File: config.mk
export PLATFORM = sky130hd
export DESIGN_NAME = wb_stream_bridge
export DESIGN_NICKNAME = d
export VERILOG_FILES = /design/src/rtl/wb_bridge_pkg.sv /design/src/rtl/sync_fifo.sv /design/src/rtl/wb_stream_bridge.sv
export SDC_FILE = /design/constraint.sdc
export NUM_CORES = 1
export LEC_CHECK = 0
export ABC_AREA = 1
export BUFFER_PORTS_ARGS = -buffer_cell sky130_fd_sc_hd__buf_2
export CAP_MARGIN = 40
export CORE_MARGIN = 2
export CORE_UTILIZATION = 54
export DETAILED_ROUTE_END_ITERATION = 10
export PLACE_DENSITY = 0.75
export SKIP_CTS_REPAIR_TIMING = 1
export SLEW_MARGIN = 40
export SYNTH_ARGS = -nofsm -noshare
export SYNTH_HDL_FRONTEND = slang
export SYNTH_SLANG_ARGS = --single-unit
File: constraint.sdc
create_clock -name wb_clk_i -period 3.93 [get_ports wb_clk_i]
set_input_delay 0.5895 -clock wb_clk_i [delete_from_list [all_inputs] [get_ports wb_clk_i]]
set_output_delay 0.5895 -clock wb_clk_i [all_outputs]
set_load 0.005 [all_outputs]
File: src/rtl/wb_bridge_pkg.sv
// Shared definitions for the Wishbone-to-stream bridge: register map, field
// positions, FIFO depth default and the register request decoder.
package wb_bridge_pkg;

    localparam int unsigned DATA_W        = 32;
    localparam int unsigned DEPTH_DEFAULT = 8;
    localparam int unsigned CNT_W         = 5;

    localparam logic [7:0] OFF_TXDATA = 8'h00;
    localparam logic [7:0] OFF_RXDATA = 8'h04;
    localparam logic [7:0] OFF_STATUS = 8'h08;
    localparam logic [7:0] OFF_CTRL   = 8'h0C;

    localparam int unsigned ST_TX_COUNT_LSB = 0;
    localparam int unsigned ST_RX_COUNT_LSB = 8;
    localparam int unsigned ST_TX_OVF       = 16;
    localparam int unsigned ST_RX_UDF       = 17;

    localparam int unsigned CTRL_IRQ_EN = 0;
    localparam int unsigned CTRL_FLUSH  = 1;

    typedef enum logic {
        S_IDLE = 1'b0,
        S_ACK  = 1'b1
    } bus_state_e;

    // One-hot view of which register access a bus request performs
    typedef struct packed {
        logic tx_wr;
        logic rx_rd;
        logic st_rd;
        logic st_wr;
        logic ctrl_rd;
        logic ctrl_wr;
    } reg_req_t;

    // Wrong-direction accesses (TXDATA read, RXDATA write) decode to nothing
    function automatic reg_req_t decode_req(input logic [7:0] off, input logic we);
        reg_req_t r;
        r = '0;
        case (off)
            OFF_TXDATA: r.tx_wr = we;
            OFF_RXDATA: r.rx_rd = !we;
            OFF_STATUS: begin
                r.st_rd = !we;
                r.st_wr = we;
            end
            OFF_CTRL: begin
                r.ctrl_rd = !we;
                r.ctrl_wr = we;
            end
            default: ;
        endcase
        return r;
    endfunction

    function automatic logic [DATA_W-1:0] status_word(
        input logic [CNT_W-1:0] tx_count,
        input logic [CNT_W-1:0] rx_count,
        input logic             tx_ovf,
        input logic             rx_udf
    );
        logic [DATA_W-1:0] w;
        w = '0;
        w[ST_TX_COUNT_LSB +: CNT_W] = tx_count;
        w[ST_RX_COUNT_LSB +: CNT_W] = rx_count;
        w[ST_TX_OVF]                = tx_ovf;
        w[ST_RX_UDF]                = rx_udf;
        return w;
    endfunction

endpackage

File: src/rtl/sync_fifo.sv
// Single-clock FIFO with occupancy count; flush overrides push and pop.
// Head reads 0 while empty so downstream data stays quiet.
module sync_fifo
    import wb_bridge_pkg::*;
#(
    parameter int unsigned WIDTH = 32,
    parameter int unsigned DEPTH = 8
) (
    input  logic             clk,
    input  logic             rst,
    input  logic             push,
    input  logic [WIDTH-1:0] push_data,
    input  logic             pop,
    input  logic             flush,
    output logic [WIDTH-1:0] head,
    output logic [CNT_W-1:0] count,
    output logic             empty,
    output logic             full
);

    localparam int unsigned AW = $clog2(DEPTH);

    logic [WIDTH-1:0] mem [DEPTH];
    logic [AW-1:0]    wr_ptr_q;
    logic [AW-1:0]    rd_ptr_q;
    logic [CNT_W-1:0] count_q;
    logic             do_push;
    logic             do_pop;

    assign full    = (count_q == CNT_W'(DEPTH));
    assign empty   = (count_q == '0);
    assign do_push = push & ~full & ~flush;
    assign do_pop  = pop & ~empty & ~flush;

    // Pointers wrap naturally because DEPTH is a power of two
    always_ff @(posedge clk or posedge rst) begin
        if (rst) begin
            wr_ptr_q <= '0;
            rd_ptr_q <= '0;
            count_q  <= '0;
        end else if (flush) begin
            wr_ptr_q <= '0;
            rd_ptr_q <= '0;
            count_q  <= '0;
        end else begin
            if (do_push) wr_ptr_q <= wr_ptr_q + AW'(1);
            if (do_pop)  rd_ptr_q <= rd_ptr_q + AW'(1);
            if (do_push && !do_pop)      count_q <= count_q + CNT_W'(1);
            else if (do_pop && !do_push) count_q <= count_q - CNT_W'(1);
        end
    end

    always_ff @(posedge clk) begin
        if (do_push) mem[wr_ptr_q] <= push_data;
    end

    assign head  = empty ? '0 : mem[rd_ptr_q];
    assign count = count_q;

endmodule

File: src/rtl/wb_stream_bridge.sv
// Wishbone classic slave exposing a TX stream FIFO, an RX stream FIFO,
// sticky status flags and an interrupt with a one-wait-state handshake.
module wb_stream_bridge
    import wb_bridge_pkg::*;
#(
    parameter logic [31:0] BASE_ADDR = 32'h3000_0000,
    parameter int unsigned DEPTH     = DEPTH_DEFAULT
) (
    input  logic        wb_clk_i,
    input  logic        wb_rst_i,
    input  logic        wbs_stb_i,
    input  logic        wbs_cyc_i,
    input  logic        wbs_we_i,
    input  logic [3:0]  wbs_sel_i,
    input  logic [31:0] wbs_dat_i,
    input  logic [31:0] wbs_adr_i,
    output logic        wbs_ack_o,
    output logic [31:0] wbs_dat_o,
    output logic [31:0] tx_data_o,
    output logic        tx_valid_o,
    input  logic        tx_ready_i,
    input  logic [31:0] rx_data_i,
    input  logic        rx_valid_i,
    output logic        rx_ready_o,
    output logic        irq_o
);

    bus_state_e state_q, state_d;
    logic       start;

    always_ff @(posedge wb_clk_i or posedge wb_rst_i) begin
        if (wb_rst_i) state_q <= S_IDLE;
        else          state_q <= state_d;
    end

    // start marks the IDLE->ACK edge, the only point where side effects occur
    always_comb begin
        state_d = state_q;
        start   = 1'b0;
        case (state_q)
            S_IDLE: begin
                if (wbs_stb_i && wbs_cyc_i) begin
                    state_d = S_ACK;
                    start   = 1'b1;
                end
            end
            S_ACK:   state_d = S_IDLE;
            default: state_d = S_IDLE;
        endcase
    end

    logic     hit;
    reg_req_t req;

    assign hit = (wbs_adr_i[31:8] == BASE_ADDR[31:8]);
    assign req = (start && hit) ? decode_req(wbs_adr_i[7:0], wbs_we_i) : '0;

    logic [DATA_W-1:0] tx_head, rx_head;
    logic [CNT_W-1:0]  tx_count, rx_count;
    logic              tx_empty, tx_full, rx_empty, rx_full;
    logic              tx_pop, rx_push;
    logic              ctrl_wr_en, flush, sticky_clr;
    logic              tx_ovf_q, rx_udf_q, irq_en_q;

    assign ctrl_wr_en = req.ctrl_wr & wbs_sel_i[0];
    assign flush      = ctrl_wr_en & wbs_dat_i[CTRL_FLUSH];
    assign sticky_clr = req.st_wr & wbs_sel_i[2];
    assign tx_pop     = ~tx_empty & tx_ready_i;
    assign rx_push    = rx_valid_i & ~rx_full;

    sync_fifo #(
        .WIDTH (DATA_W),
        .DEPTH (DEPTH)
    ) u_tx_fifo (
        .clk       (wb_clk_i),
        .rst       (wb_rst_i),
        .push      (req.tx_wr),
        .push_data (wbs_dat_i),
        .pop       (tx_pop),
        .flush     (flush),
        .head      (tx_head),
        .count     (tx_count),
        .empty     (tx_empty),
        .full      (tx_full)
    );

    sync_fifo #(
        .WIDTH (DATA_W),
        .DEPTH (DEPTH)
    ) u_rx_fifo (
        .clk       (wb_clk_i),
        .rst       (wb_rst_i),
        .push      (rx_push),
        .push_data (rx_data_i),
        .pop       (req.rx_rd),
        .flush     (flush),
        .head      (rx_head),
        .count     (rx_count),
        .empty     (rx_empty),
        .full      (rx_full)
    );

    assign tx_valid_o = ~tx_empty;
    assign tx_data_o  = tx_head;
    assign rx_ready_o = ~rx_full;

    logic [DATA_W-1:0] rdata;

    // Read data is nonzero only for a decoded read; the RX head is 0 when empty
    always_comb begin
        rdata = '0;
        if (req.rx_rd)        rdata = rx_head;
        else if (req.st_rd)   rdata = status_word(tx_count, rx_count, tx_ovf_q, rx_udf_q);
        else if (req.ctrl_rd) rdata = DATA_W'(irq_en_q);
    end

    // Sticky set terms come first so a same-cycle event beats a W1C clear
    always_ff @(posedge wb_clk_i or posedge wb_rst_i) begin
        if (wb_rst_i) begin
            wbs_ack_o <= 1'b0;
            wbs_dat_o <= '0;
            tx_ovf_q  <= 1'b0;
            rx_udf_q  <= 1'b0;
            irq_en_q  <= 1'b0;
            irq_o     <= 1'b0;
        end else begin
            wbs_ack_o <= start;
            wbs_dat_o <= rdata;
            tx_ovf_q  <= (req.tx_wr & tx_full)
                       | (tx_ovf_q & ~(sticky_clr & wbs_dat_i[ST_TX_OVF]));
            rx_udf_q  <= (req.rx_rd & rx_empty)
                       | (rx_udf_q & ~(sticky_clr & wbs_dat_i[ST_RX_UDF]));
            if (ctrl_wr_en) irq_en_q <= wbs_dat_i[CTRL_IRQ_EN];
            irq_o     <= irq_en_q & ((rx_count != '0) | tx_ovf_q | rx_udf_q);
        end
    end

    logic unused_sel;
    assign unused_sel = ^{wbs_sel_i[3], wbs_sel_i[1]};

endmodule
==> qor.yml, run 1 <==
grt.met2_usage_pct: 40.3
global_route.overflow_total: 0
cp-end-kind: "output pin"
drt-pass1-iter-count: 6
slew_violations: 0
status: "complete, no violations"
worst_ep_required_time_ns: 3.34
numPlacedInstances: 2454
pwr-share-clk_pct: 40.0
period_minus_slack_ns: 3.26
buffer_ports.inserted: 172
slowest_stage: "sky130_fd_sc_hd__inv_2"
p_seq_share_pct: 53.5
power_density_mw_per_mm2: 508
place_area_mm2: 0.0244
tightest_slew_ns: 0.759
first_iter_violations: 1363
tritoncts_num_sinks: 571
antenna_violation_net_count_after_detailed_routing: 0
timing.critical_path.slowest_cell_delay_ns: 0.50
placer_s_final_routability_congestion_estimate: 0.840
initial_utilization_pct: 54.6
final_net_count: 2094
fmax_mhz: 307
max_slew_margin_pct: 49.4
setup-tns-final_ns: 0
syn-mean-instance-area_um2: 12.6
critPathMostFrequentCell: "sky130_fd_sc_hd__o21ai_0"
worst_hold_path_type: "input port to asynchronous set/reset pin"
setup.worst_path.start_class: "flop"
globalRouteMet1Util_pct: 29.4
critPathArrivalTime_ns: 2.67
timing.critical_path.buf_inv: 3
count_of_fill_cells_added_during_filler_insertion: 3070
synth_area_mm2: 0.0229
num_rows: 75
finish.cell_count_without_fillers: 2563
mostFrequentLayoutCell: "sky130_fd_sc_hd__edfxtp_1"
grt_pass1_vias: 14711
die_width_um: 210
synth.yosys.seq_area_share_pct: 73.6
yosys_register_bits: 571
period_share_pct: 82.9
final-setup-viol-count: 0
net_switching_fraction_of_the_power_pct: 21.7
first_pass_grt_wire_length_um: 79000
power_leakage_nw: 9.49
post_drt_wl_per_cell_um: 19.6
synth_nets: 1935
cap_viol_max_count: 0
fp.dieArea_mm2: 0.0441
routed-via-count: 14816
clockBufferDepth: 3
path_class: "flop to output pin"
yosys.cell_types.count: 38
vdd_ir_drop_max_v: 0.000425
finClkSkew_ns: 0.0116
netSwitchingPower_mw: 2.90
share_comb_of_total_power_pct: 6.5
cts_inserted_buffers: 56
dpl.hpwl_um: 28300
post-route-util_pct: 62.7
ctsHtreeMaxLevel: 2
cp_cell_sequence: "inv_2, buf_4, o21ai_0, o22ai_1, o21ai_0, a31oi_1, buf_2"
die_height_um: 210
detail_route.wirelength_um: 50300
crit_family: "buffers and inverters"
drt_drc_violations_left: 0
grt_setup_unrepaired: "no"
timing_hold_violations_final: 0
pin_count: 175
stdcell_area_mm2: 0.0263
met3_track_utilization_from_global_routing_pct: 4.07
layout-area-overhead-vs-synth_pct: 14.9
tritoncts: "done"
clock_latency_ns: 0.59
grt_busiest_layer: "met2"
vias_per_cell: 5.78
syn_inst_count: 1814
grt_max_degree: 130
initial_antenna_violation_count: 7
mostFrequentLayoutCells: "sky130_fd_sc_hd__edfxtp_1, sky130_fd_sc_hd__nor2_1, sky130_fd_sc_hd__o21ai_0"
floorplan.core_area_mm2: 0.0419
internal_power_mw: 10.5
total_routing_usage_reported_by_global_routing_pct: 23.1
ctsRootBufferMaster: "sky130_fd_sc_hd__clkbuf_16"
worst-path-max-fanout: 35
drive_above_1_share_pct: 17.9
cts.clk_slew.worst_paths_ns: 0.07
synth.yosys.warnings: 0
[routing by layer]
metal,part of all wire [%],vias to the layer above
li1,-,6908
met1,40,7258
met2,51,524
met3,6.8,118
met4,2.6,8
met5,0.11,-
[final timing paths]
kind / start / endpoint / slack (ns) / depth (start not counted)
worst max-delay path: u_tx_fifo.rd_ptr_q[1]$_DFFE_PP0P_ / tx_data_o[28] / 0.67 / 7
worst min-delay path: wb_rst_i / wbs_dat_o[27]$_DFF_PP0_ / 0.02 / 2
worst max register to register: u_tx_fifo.count[1]$_DFFE_PP0P_ / u_tx_fifo.count[4]$_DFFE_PP0P_ / 1.22 / 14
worst min register to register: state_q$_DFF_PP0_ / state_q$_DFF_PP0_ / 0.46 / 1
max in group asynchronous: wb_rst_i / u_rx_fifo.rd_ptr_q[1]$_DFFE_PP0P_ / 3.13 / 3
min in group wb_clk_i: rx_data_i[21] / u_rx_fifo.mem[0][21]$_DFFE_PP_ / 0.25 / 1
[power by group through the flow]
| stage | Combinational, mW | Sequential [mW] | Clock, mW |
|---|---|---|---|
| 6_report | 0.867 | 7.15 | 5.35 |
| 5_1_grt | 0.964 | 7.18 | 5.68 |
| 2_1_floorplan | 0.474 | 7.26 | 0 |
| 3_5_place_dp | 0.867 | 7.27 | 0 |
| 3_3_place_gp | 0.823 | 7.26 | 0 |
| 4_1_cts | 0.874 | 7.15 | 5.44 |
[cells by family after synthesis]
group	Yosys count	share of synthesized area, %
flops	571	73.6
simple gates	645	11.5
xor+xnor	7	0.268
fa+ha+maj	14	0.830
compound gates	417	10.9
buf+inv	160	2.90
[state kept, by name, indices dropped and copies added (netlist names)]
name	flops
state_q	1
u_tx_fifo.count	5
irq_o	1
wbs_dat_o	32
u_tx_fifo.mem	256
rx_udf_q	1
u_rx_fifo.rd_ptr_q	3
u_rx_fifo.mem	256
u_tx_fifo.rd_ptr_q	3
irq_en_q	1
u_rx_fifo.count	5
u_rx_fifo.wr_ptr_q	3
tx_ovf_q	1
u_tx_fifo.wr_ptr_q	3
[Yosys cell counts]
| cell | instances | area (um2) |
|---|---|---|
| sky130_fd_sc_hd__nand3_1 | 21 | 105 |
| sky130_fd_sc_hd__xor2_1 | 3 | 26.3 |
| sky130_fd_sc_hd__nand2_2 | 1 | 6.26 |
| sky130_fd_sc_hd__nand3b_1 | 1 | 7.51 |
| sky130_fd_sc_hd__nor3_1 | 20 | 100 |
| sky130_fd_sc_hd__xnor2_1 | 4 | 35.0 |
| sky130_fd_sc_hd__buf_6 | 3 | 33.8 |
| sky130_fd_sc_hd__a21oi_1 | 18 | 90.1 |
| sky130_fd_sc_hd__nand2_4 | 2 | 22.5 |
| sky130_fd_sc_hd__nor2_1 | 425 | 1600 |
| sky130_fd_sc_hd__buf_4 | 3 | 22.5 |
| sky130_fd_sc_hd__inv_2 | 2 | 7.51 |
| sky130_fd_sc_hd__or2_1 | 1 | 6.26 |
| sky130_fd_sc_hd__ha_1 | 12 | 150 |
| sky130_fd_sc_hd__a21o_1 | 1 | 7.51 |
| sky130_fd_sc_hd__nor4_2 | 1 | 12.5 |
| sky130_fd_sc_hd__fa_1 | 2 | 40.0 |
| sky130_fd_sc_hd__nor2_4 | 3 | 33.8 |
| sky130_fd_sc_hd__nor2_2 | 6 | 37.5 |
| sky130_fd_sc_hd__edfxtp_1 | 512 | 15400 |
| sky130_fd_sc_hd__buf_1 | 9 | 33.8 |
| sky130_fd_sc_hd__o21ai_1 | 5 | 25.0 |
| sky130_fd_sc_hd__o22ai_1 | 34 | 213 |
| sky130_fd_sc_hd__nand2_1 | 141 | 529 |
| sky130_fd_sc_hd__a21oi_2 | 20 | 175 |
| sky130_fd_sc_hd__o32ai_1 | 64 | 561 |
| sky130_fd_sc_hd__buf_2 | 24 | 120 |
| sky130_fd_sc_hd__inv_1 | 52 | 195 |
| sky130_fd_sc_hd__o21bai_1 | 3 | 22.5 |
| sky130_fd_sc_hd__nor2_8 | 1 | 20.0 |
| sky130_fd_sc_hd__nand4_1 | 9 | 56.3 |
| sky130_fd_sc_hd__nand3_2 | 3 | 30.0 |
| sky130_fd_sc_hd__o21ai_0 | 238 | 1190 |
| sky130_fd_sc_hd__or2_2 | 9 | 56.3 |
| sky130_fd_sc_hd__dfrtp_1 | 59 | 1480 |
| sky130_fd_sc_hd__clkbuf_1 | 67 | 251 |
| sky130_fd_sc_hd__a31oi_1 | 34 | 213 |
| sky130_fd_sc_hd__nand3_4 | 1 | 17.5 |
[worst register-to-register path: cells and delay by family, from the launching register on]
family                     cells  cell delay (ns)
AOI/OAI and AO/OA              1             0.18
xor gates and xnor gates       2             0.29
adders and majority gates      1             0.35
buffers and inverters          3             0.52
DFF                            1             0.48
and+or+nand+nor                7             0.79
[per-stage QoR]
step,hold WS (ns),worst slack [ns],power [mW]
after floorplan,0.460,-0.307,7.74
after global placement,0.456,0.977,8.08
after detailed placement,0.454,0.951,8.14
after CTS,0.0194,0.623,13.5
after global routing,0.0483,0.475,13.8
final,0.0244,0.671,13.4
[layout make-up]
type,instances,area (um2),area share (%)
Antenna cell,5,12.5,0.0476
Clock buffer,77,1530,5.82
Clock inverter,27,323,1.23
Inverter,54,206,0.785
Multi-Input combinational cell,1083,5510,20.9
Sequential cell,571,16900,64.1
Tap cell,539,674,2.56
Timing Repair Buffer,207,1190,4.52
Power figures use the tool's default switching activity.
==> run 2, diff against run 1 <==
- CORE_UTILIZATION: 54 -> 60
- PLACE_DENSITY: 0.75 -> 0.79
- clock period: 3.93 -> 3.38 ns (I/O delays scaled with it)
==> qor.yml, run 2 (synthesis gave the netlist of run 1 again) <==
post_drt_wl_per_cell_um: 20.3  # was 19.6 um
grt_pass1_vias: 14945  # was 14,711
worst_hold_path_type: "input port to asynchronous set/reset pin"  # unchanged
tritoncts_num_sinks: 571  # unchanged
power_density_mw_per_mm2: 587  # was 508 mW/mm2
period_share_pct: 88.1
status: "finished with violations"  # was complete, no violations
critPathArrivalTime_ns: 2.47  # was 2.67 ns
power_leakage_nw: 9.56  # was 9.49 nW
detailedPlace.worstSlack_ns: 0.463  # was 0.951 ns
cp-end-kind: "output pin"  # unchanged
drt_drc_violations_left: 0  # unchanged
timing.critical_path.slowest_cell_delay_ns: 0.44  # was 0.50 ns
final_net_count: 2100  # was 2,094
routed-via-count: 15066  # was 14,816
global_route.overflow_total: 0  # unchanged
fp.dieArea_mm2: 0.0397  # was 0.0441 mm2
period_minus_slack_ns: 2.98
worst-path-max-fanout: 129  # was 35
clock_latency_ns: 0.60  # was 0.59 ns
grt_max_degree: 132  # was 130
detail_route.wirelength_um: 51500  # was 50,300 um
num_rows: 71  # was 75
die_width_um: 199  # was 210 um
antenna_violation_net_count_after_detailed_routing: 0  # unchanged
placer_s_final_routability_congestion_estimate: 0.819  # was 0.840
fmax_mhz: 336
mostFrequentLayoutCells: "sky130_fd_sc_hd__edfxtp_1, sky130_fd_sc_hd__nor2_1, sky130_fd_sc_hd__o21ai_0"  # unchanged
cap_viol_max_count: 0  # unchanged
r2r_start: "u_rx_fifo.count[0]$_DFFE_PP0P_"  # was u_tx_fifo.count[1]$_DFFE_PP0P_
buffer_ports.inserted: 172  # unchanged
vdd_ir_drop_max_v: 0.000577  # was 0.000425 V
worst_ep_required_time_ns: 2.87  # was 3.34 ns
finalPower_mw: 15.6  # was 13.4 mW
post-route-util_pct: 70.4  # was 62.7%
largestRegisters: "u_rx_fifo.mem (256), u_tx_fifo.mem (256), wbs_dat_o (32)"  # unchanged
timing_hold_violations_final: 2  # was 0
ctsRootBufferMaster: "sky130_fd_sc_hd__clkbuf_16"  # unchanged
vias_per_cell: 5.93  # was 5.78
worst_r2r_path_depth: 9  # was 14
cp_cell_sequence: "buf_12, o21ai_0, o22ai_1, o21ai_0, a31oi_1, buf_2"  # was inv_2, buf_4, o21ai_0, o22ai_1, o21ai_0, a31oi_1, buf_2
slew_violations: 0  # unchanged
critPathMostFrequentCell: "sky130_fd_sc_hd__o21ai_0"  # unchanged
pin_count: 175  # unchanged
floorplan.core_area_mm2: 0.0377  # was 0.0419 mm2
cts_inserted_buffers: 54  # was 56
tritoncts: "done"  # unchanged
dpl.hpwl_um: 28800  # was 28,300 um
layout-area-overhead-vs-synth_pct: 15.7  # was 14.9%
initial_antenna_violation_count: 10  # was 7
final.setup.worst_slack_ns: 0.403  # was 0.671 ns
drt-pass1-iter-count: 6  # unchanged
violations: "negative hold slack"
tightest_slew_ns: 0.830  # was 0.759 ns
regToRegEndpoint: "u_rx_fifo.mem[4][11]$_DFFE_PP_"  # was u_tx_fifo.count[4]$_DFFE_PP0P_
total_routing_usage_reported_by_global_routing_pct: 25.9  # was 23.1%
final-setup-viol-count: 0  # unchanged
whs_ns: -0.00255  # was 0.0244 ns
slowest_stage: "sky130_fd_sc_hd__dfrtp_4"  # was sky130_fd_sc_hd__inv_2
die_height_um: 199  # was 210 um
first_pass_grt_wire_length_um: 78800  # was 79,000 um
reg2reg_slack_ns: 0.57  # was 1.22 ns
ctsHtreeMaxLevel: 2  # unchanged
first_iter_violations: 1254  # was 1,363
grt_setup_unrepaired: "no"  # unchanged
finClkSkew_ns: 0.0236  # was 0.0116 ns
initial_utilization_pct: 60.8  # was 54.6%
mostFrequentLayoutCell: "sky130_fd_sc_hd__edfxtp_1"  # unchanged
max_slew_margin_pct: 44.5  # was 49.4%
cts.clk_slew.worst_paths_ns: 0.06  # was 0.07 ns
clockBufferDepth: 3  # unchanged
drive_above_1_share_pct: 18.7  # was 17.9%
path_class: "flop to output pin"  # unchanged
setup.worst_path.start_class: "flop"  # unchanged
==> run 2: worst max path at each step <==
| stage | startpoint | end | slack (ns) |
|---|---|---|---|
| 3_3_place_gp | wbs_adr_i[30] | u_rx_fifo.mem[6][9]$_DFFE_PP_ | 0.54 |
| 5_1_grt | u_tx_fifo.rd_ptr_q[0]$_DFFE_PP0P_ | tx_data_o[26] | 0.30 |
| 4_1_cts | u_tx_fifo.rd_ptr_q[0]$_DFFE_PP0P_ | tx_data_o[2] | 0.38 |
| 3_5_place_dp | wbs_adr_i[5] | u_rx_fifo.mem[1][18]$_DFFE_PP_ | 0.46 |
| 2_1_floorplan | wbs_adr_i[1] | u_tx_fifo.mem[4][0]$_DFFE_PP_ | -0.77 |
| 6_report | u_tx_fifo.rd_ptr_q[0]$_DFFE_PP0P_ | tx_data_o[25] | 0.40 |
==> run 2: power breakdown <==
part           switching [mW]  leakage (nW)  internal [mW]  total, mW
Combinational           0.739          3.28          0.304       1.04
Sequential              0.137          5.39           8.18       8.32
Clock                    2.55         0.895           3.66       6.21
Total                    3.43          9.56           12.1       15.6
==> run 2: metal layers <==
layer | GRT usage, % | part of all wire (%)
met3 | 5.05 | 7.7
met1 | 32.9 | 39
met5 | 0 | 0.14
met4 | 10.2 | 2.1
met2 | 44.4 | 51
==> run 2: cell type report <==
class,instances,area (um2)
Clock inverter,28,338
Tap cell,511,639
Inverter,54,204
Timing Repair Buffer,215,1400
Multi-Input combinational cell,1083,5510
Clock buffer,73,1530
Fill cell,2443,11200
Sequential cell,571,16900
Antenna cell,6,15.0
==> run 2: worst max-delay path: cells and delay by family, from the launching register on <==
family | cells | cell delay (ns)
buffers and inverters | 2 | 0.61
DFF | 1 | 0.44
AOI/OAI and AO/OA | 4 | 0.72
==> run 2: per-stage QoR <==
step	area [um2]	std cells	TNS, ns
detailed placement	24600	2432	0
global route	26500	2537	0
floorplan	22900	1814	-99.16
finish	26500	2541	0
CTS	26400	2533	0
global placement	24600	2432	0
==> run 3, diff against run 2 <==
- CORE_ASPECT_RATIO: default -> 1.4
- SYNTH_HIERARCHICAL: default -> 1
==> qor.yml, run 3 <==
cp-end-kind: "output pin"  # unchanged
global_route.overflow_total: 0  # unchanged
mostFrequentLayoutCells: "sky130_fd_sc_hd__nor2_1, sky130_fd_sc_hd__edfxtp_1, sky130_fd_sc_hd__o21ai_0"  # was sky130_fd_sc_hd__edfxtp_1, sky130_fd_sc_hd__nor2_1, sky130_fd_sc_hd__o21ai_0
fmax_mhz: 318  # was 336 MHz
met2_wirelength_um: 27800  # was 26,500 um
drive_above_1_share_pct: 18.1  # was 18.7%
routed_length_on_met1_um: 19300  # was 19,900 um
initial_antenna_violation_count: 5  # was 10
power_density_mw_per_mm2: 575  # was 587 mW/mm2
timing.critical_path.buf_inv: 2  # unchanged
crit_path_depth: 6  # unchanged
regToRegEndpoint: "u_rx_fifo/count[4]$_DFFE_PP0P_"  # was u_rx_fifo.mem[4][11]$_DFFE_PP_
antenna_violation_net_count_after_detailed_routing: 0  # unchanged
total_routing_usage_reported_by_global_routing_pct: 25.8  # was 25.9%
mostFrequentLayoutCell: "sky130_fd_sc_hd__nor2_1"  # was sky130_fd_sc_hd__edfxtp_1
met3WireLength_um: 3490  # was 3950 um
yosys_register_bits: 571  # unchanged
dpl.hpwl_um: 31200  # was 28,800 um
reg2reg_slack_ns: 0.53  # was 0.57 ns
ctsRootBufferMaster: "sky130_fd_sc_hd__clkbuf_16"  # unchanged
async_sr_flop_fraction_pct: 10.3  # unchanged
critPathMostFrequentCell: "sky130_fd_sc_hd__o21ai_0"  # unchanged
power_leakage_nw: 9.69  # was 9.56 nW
crit_family: "flip-flops"  # was compound AO/OA/AOI/OAI gates
detail_route.wirelength_um: 52600  # was 51,500 um
whs_ns: 0.164  # was -0.00255 ns
cp_cell_sequence: "buf_4, o21ai_0, o21ai_0, o21ai_0, nor2_1, buf_2"  # was buf_12, o21ai_0, o22ai_1, o21ai_0, a31oi_1, buf_2
critPathArrivalTime_ns: 2.64  # was 2.47 ns
r2r_start: "state_q$_DFF_PP0_"  # was u_rx_fifo.count[0]$_DFFE_PP0P_
cts_inserted_buffers: 51  # was 54
worst_hold_path_type: "input port to flop"  # was input port to asynchronous set/reset pin
synth.top_cells.by_area: "sky130_fd_sc_hd__edfxtp_1, sky130_fd_sc_hd__nor2_1, sky130_fd_sc_hd__dfrtp_1"  # unchanged
syn_inst_count: 1939  # was 1,814
worst_r2r_path_depth: 17  # was 9
buffer_ports.inserted: 172  # unchanged
netlist.area_leader.share_pct: 65.3  # was 67.1%
synth_nets: 2060  # was 1,935
tritoncts_num_sinks: 571  # unchanged
routed-via-count: 15562  # was 15,066
setup.worst_path.start_class: "flop"  # unchanged
synth.yosys.warnings: 6  # was 0
drt_drc_violations_left: 0  # unchanged
period_share_pct: 93.0  # was 88.1%
period_minus_slack_ns: 3.14  # was 2.98 ns
status: "complete, no violations"  # was finished with violations
die_width_um: 171  # was 199 um
worstSetupEndpoint: "tx_data_o[6]"  # was tx_data_o[25]
post-synth-top-count-cell: "sky130_fd_sc_hd__nor2_1"  # was sky130_fd_sc_hd__edfxtp_1
largestRegisters: "u_rx_fifo/mem (256), u_tx_fifo/mem (256), wbs_dat_o (32)"  # was u_rx_fifo.mem (256), u_tx_fifo.mem (256), wbs_dat_o (32)
max_slew_margin_pct: 54.8  # was 44.5%
vdd_ir_drop_max_v: 0.000553  # was 0.000577 V
worst-path-max-fanout: 55  # was 129
tightest_slew_ns: 0.678  # was 0.830 ns
number_of_flops_mapped_to_enable_cells_by_yosys: 512  # unchanged
fp.dieArea_mm2: 0.0409  # was 0.0397 mm2
grt_setup_unrepaired: "no"  # unchanged
ctsHtreeMaxLevel: 2  # unchanged
final-setup-viol-count: 0  # unchanged
cell_taking_the_most_area_after_synthesis: "sky130_fd_sc_hd__edfxtp_1"  # unchanged
cap_viol_max_count: 0  # unchanged
tritoncts: "done"  # unchanged
initial_utilization_pct: 61.0  # was 60.8%
grt_max_degree: 130  # was 132
synth_area_mm2: 0.0235  # was 0.0229 mm2
clock_latency_ns: 0.59  # was 0.60 ns
timing.critical_path.slowest_cell_delay_ns: 0.85  # was 0.44 ns
die_height_um: 238  # was 199 um
first_pass_grt_wire_length_um: 80800  # was 78,800 um
drt-pass1-iter-count: 5  # was 6
post_drt_wl_per_cell_um: 19.6  # was 20.3 um
first_iter_violations: 1447  # was 1,254
slowest_stage: "sky130_fd_sc_hd__dfrtp_4"  # unchanged
worstSetupStartpoint: "u_tx_fifo/rd_ptr_q[1]$_DFFE_PP0P_"  # was u_tx_fifo.rd_ptr_q[0]$_DFFE_PP0P_
grt_pass1_vias: 15535  # was 14,945
slew_violations: 0  # unchanged
top_layer_used: "met5"  # unchanged
layout-area-overhead-vs-synth_pct: 15.2  # was 15.7%
yosys.cell_types.count: 35  # was 38
vias_per_cell: 5.80  # was 5.93
synthFlopType: "sky130_fd_sc_hd__edfxtp_1"  # unchanged
clockBufferDepth: 3  # unchanged
final_net_count: 2236  # was 2,100
cts.clk_slew.worst_paths_ns: 0.06  # about the same
setup-tns-final_ns: 0  # unchanged
worst_ep_required_time_ns: 2.87  # about the same
synth.yosys.seq_area_share_pct: 71.6  # was 73.6%
path_class: "flop to output pin"  # unchanged
num_rows: 85  # was 71
timing_hold_violations_final: 0  # was 2
most_common_library_cells_after_synthesis: "sky130_fd_sc_hd__nor2_1, sky130_fd_sc_hd__edfxtp_1, sky130_fd_sc_hd__o21ai_0, sky130_fd_sc_hd__nand2_1, sky130_fd_sc_hd__inv_1"  # was sky130_fd_sc_hd__edfxtp_1, sky130_fd_sc_hd__nor2_1, sky130_fd_sc_hd__o21ai_0, sky130_fd_sc_hd__nand2_1, sky130_fd_sc_hd__clkbuf_1
floorplan.core_area_mm2: 0.0386  # was 0.0377 mm2
placer_s_final_routability_congestion_estimate: 0.844  # was 0.819
pin_count: 175  # unchanged
finClkSkew_ns: 0.0161  # was 0.0236 ns
syn-mean-instance-area_um2: 12.1  # was 12.6 um2
==> run 3: cell count changes after synthesis, moves of 18 or more <==
| cell | change |
|---|---|
| sky130_fd_sc_hd__clkbuf_1 | -23 |
| sky130_fd_sc_hd__nor2_1 | +156 |
| sky130_fd_sc_hd__nand2_1 | -30 |
| sky130_fd_sc_hd__o21ai_1 | +49 |
| sky130_fd_sc_hd__nor3_1 | -18 |
| sky130_fd_sc_hd__a31oi_1 | -34 |
| sky130_fd_sc_hd__o32ai_2 | +36 |
| sky130_fd_sc_hd__a21oi_2 | -20 |
| sky130_fd_sc_hd__inv_1 | +19 |
| sky130_fd_sc_hd__o22ai_1 | -34 |
| sky130_fd_sc_hd__o21ai_0 | +50 |
| sky130_fd_sc_hd__o32ai_1 | -36 |
==> run 3: layout make-up <==
| type | count | area, um2 |
|---|---|---|
| antenna | 5 | 12.5 |
| tap | 522 | 653 |
| fill | 2577 | 11500 |
| inverter | 74 | 283 |
| clock buffer | 60 | 1310 |
| multi-input combinational | 1185 | 5940 |
| sequential | 571 | 16900 |
| clock inverter | 33 | 354 |
| timing repair buffer | 232 | 1710 |
==> run 3: through the flow <==
| step | utilization [%] | setup WS (ns) | instances | instance area, um2 | power [mW] |
|---|---|---|---|---|---|
| 6_report | 70.3 | 0.235 | 2682 | 27100 | 15.6 |
| 5_1_grt | 70.2 | 0.0751 | 2678 | 27100 | 16.1 |
| 4_1_cts | 70.2 | 0.236 | 2676 | 27100 | 15.7 |
| 3_5_place_dp | 65.9 | 0.122 | 2583 | 25400 | 9.95 |
| 3_3_place_gp | 64.9 | 0.244 | 2568 | 25100 | 9.83 |
| 2_1_floorplan | - | 0.0862 | 1939 | 23500 | 9.30 |
==> run 3: worst min-delay path, cell delays in order <==
cell and delay, ns:
sky130_fd_sc_hd__buf_2 0.10, sky130_fd_sc_hd__nand2_1 0.06, sky130_fd_sc_hd__nor2_2 0.04
==> run 3: cells by family (layout without fill, tap and decap cells) <==
| kind of cell | Yosys count | in the layout | synth area share [%] |
|---|---|---|---|
| xor+xnor | 8 | 8 | 0.298 |
| compound gates | 422 | 422 | 11.2 |
| flops | 571 | 571 | 71.6 |
| other cells | 0 | 5 | 0 |
| buf+inv | 183 | 399 | 3.74 |
| fa+ha+maj | 14 | 14 | 0.808 |
| simple gates | 741 | 741 | 12.4 |
==> run 3: how the worst min path moves through the flow <==
stage / startpoint / to / depth (start not counted)
after global routing: wbs_cyc_i / state_q$_DFF_PP0_ / 3
after CTS: wb_rst_i / u_rx_fifo/wr_ptr_q[0]$_DFFE_PP0P_ / 2
after detailed placement: state_q$_DFF_PP0_ / state_q$_DFF_PP0_ / 1
after floorplan: wb_rst_i / u_rx_fifo/count[0]$_DFFE_PP0P_ / 1
after global placement: state_q$_DFF_PP0_ / state_q$_DFF_PP0_ / 1
final: wbs_cyc_i / state_q$_DFF_PP0_ / 3
==> run 3: metal layers <==
layer  GRT usage, %  up-vias
met4           10.8        4
met2           47.0      601
met1           29.8     7637
met3           4.40      135
met5              0        -
li1               -     7185
==> run 3: power breakdown <==
group	switching, mW	leakage (nW)	internal [mW]	total [mW]
registers	0.158	5.39	8.22	8.38
clock network	2.48	0.798	3.31	5.79
logic	0.977	3.50	0.464	1.44
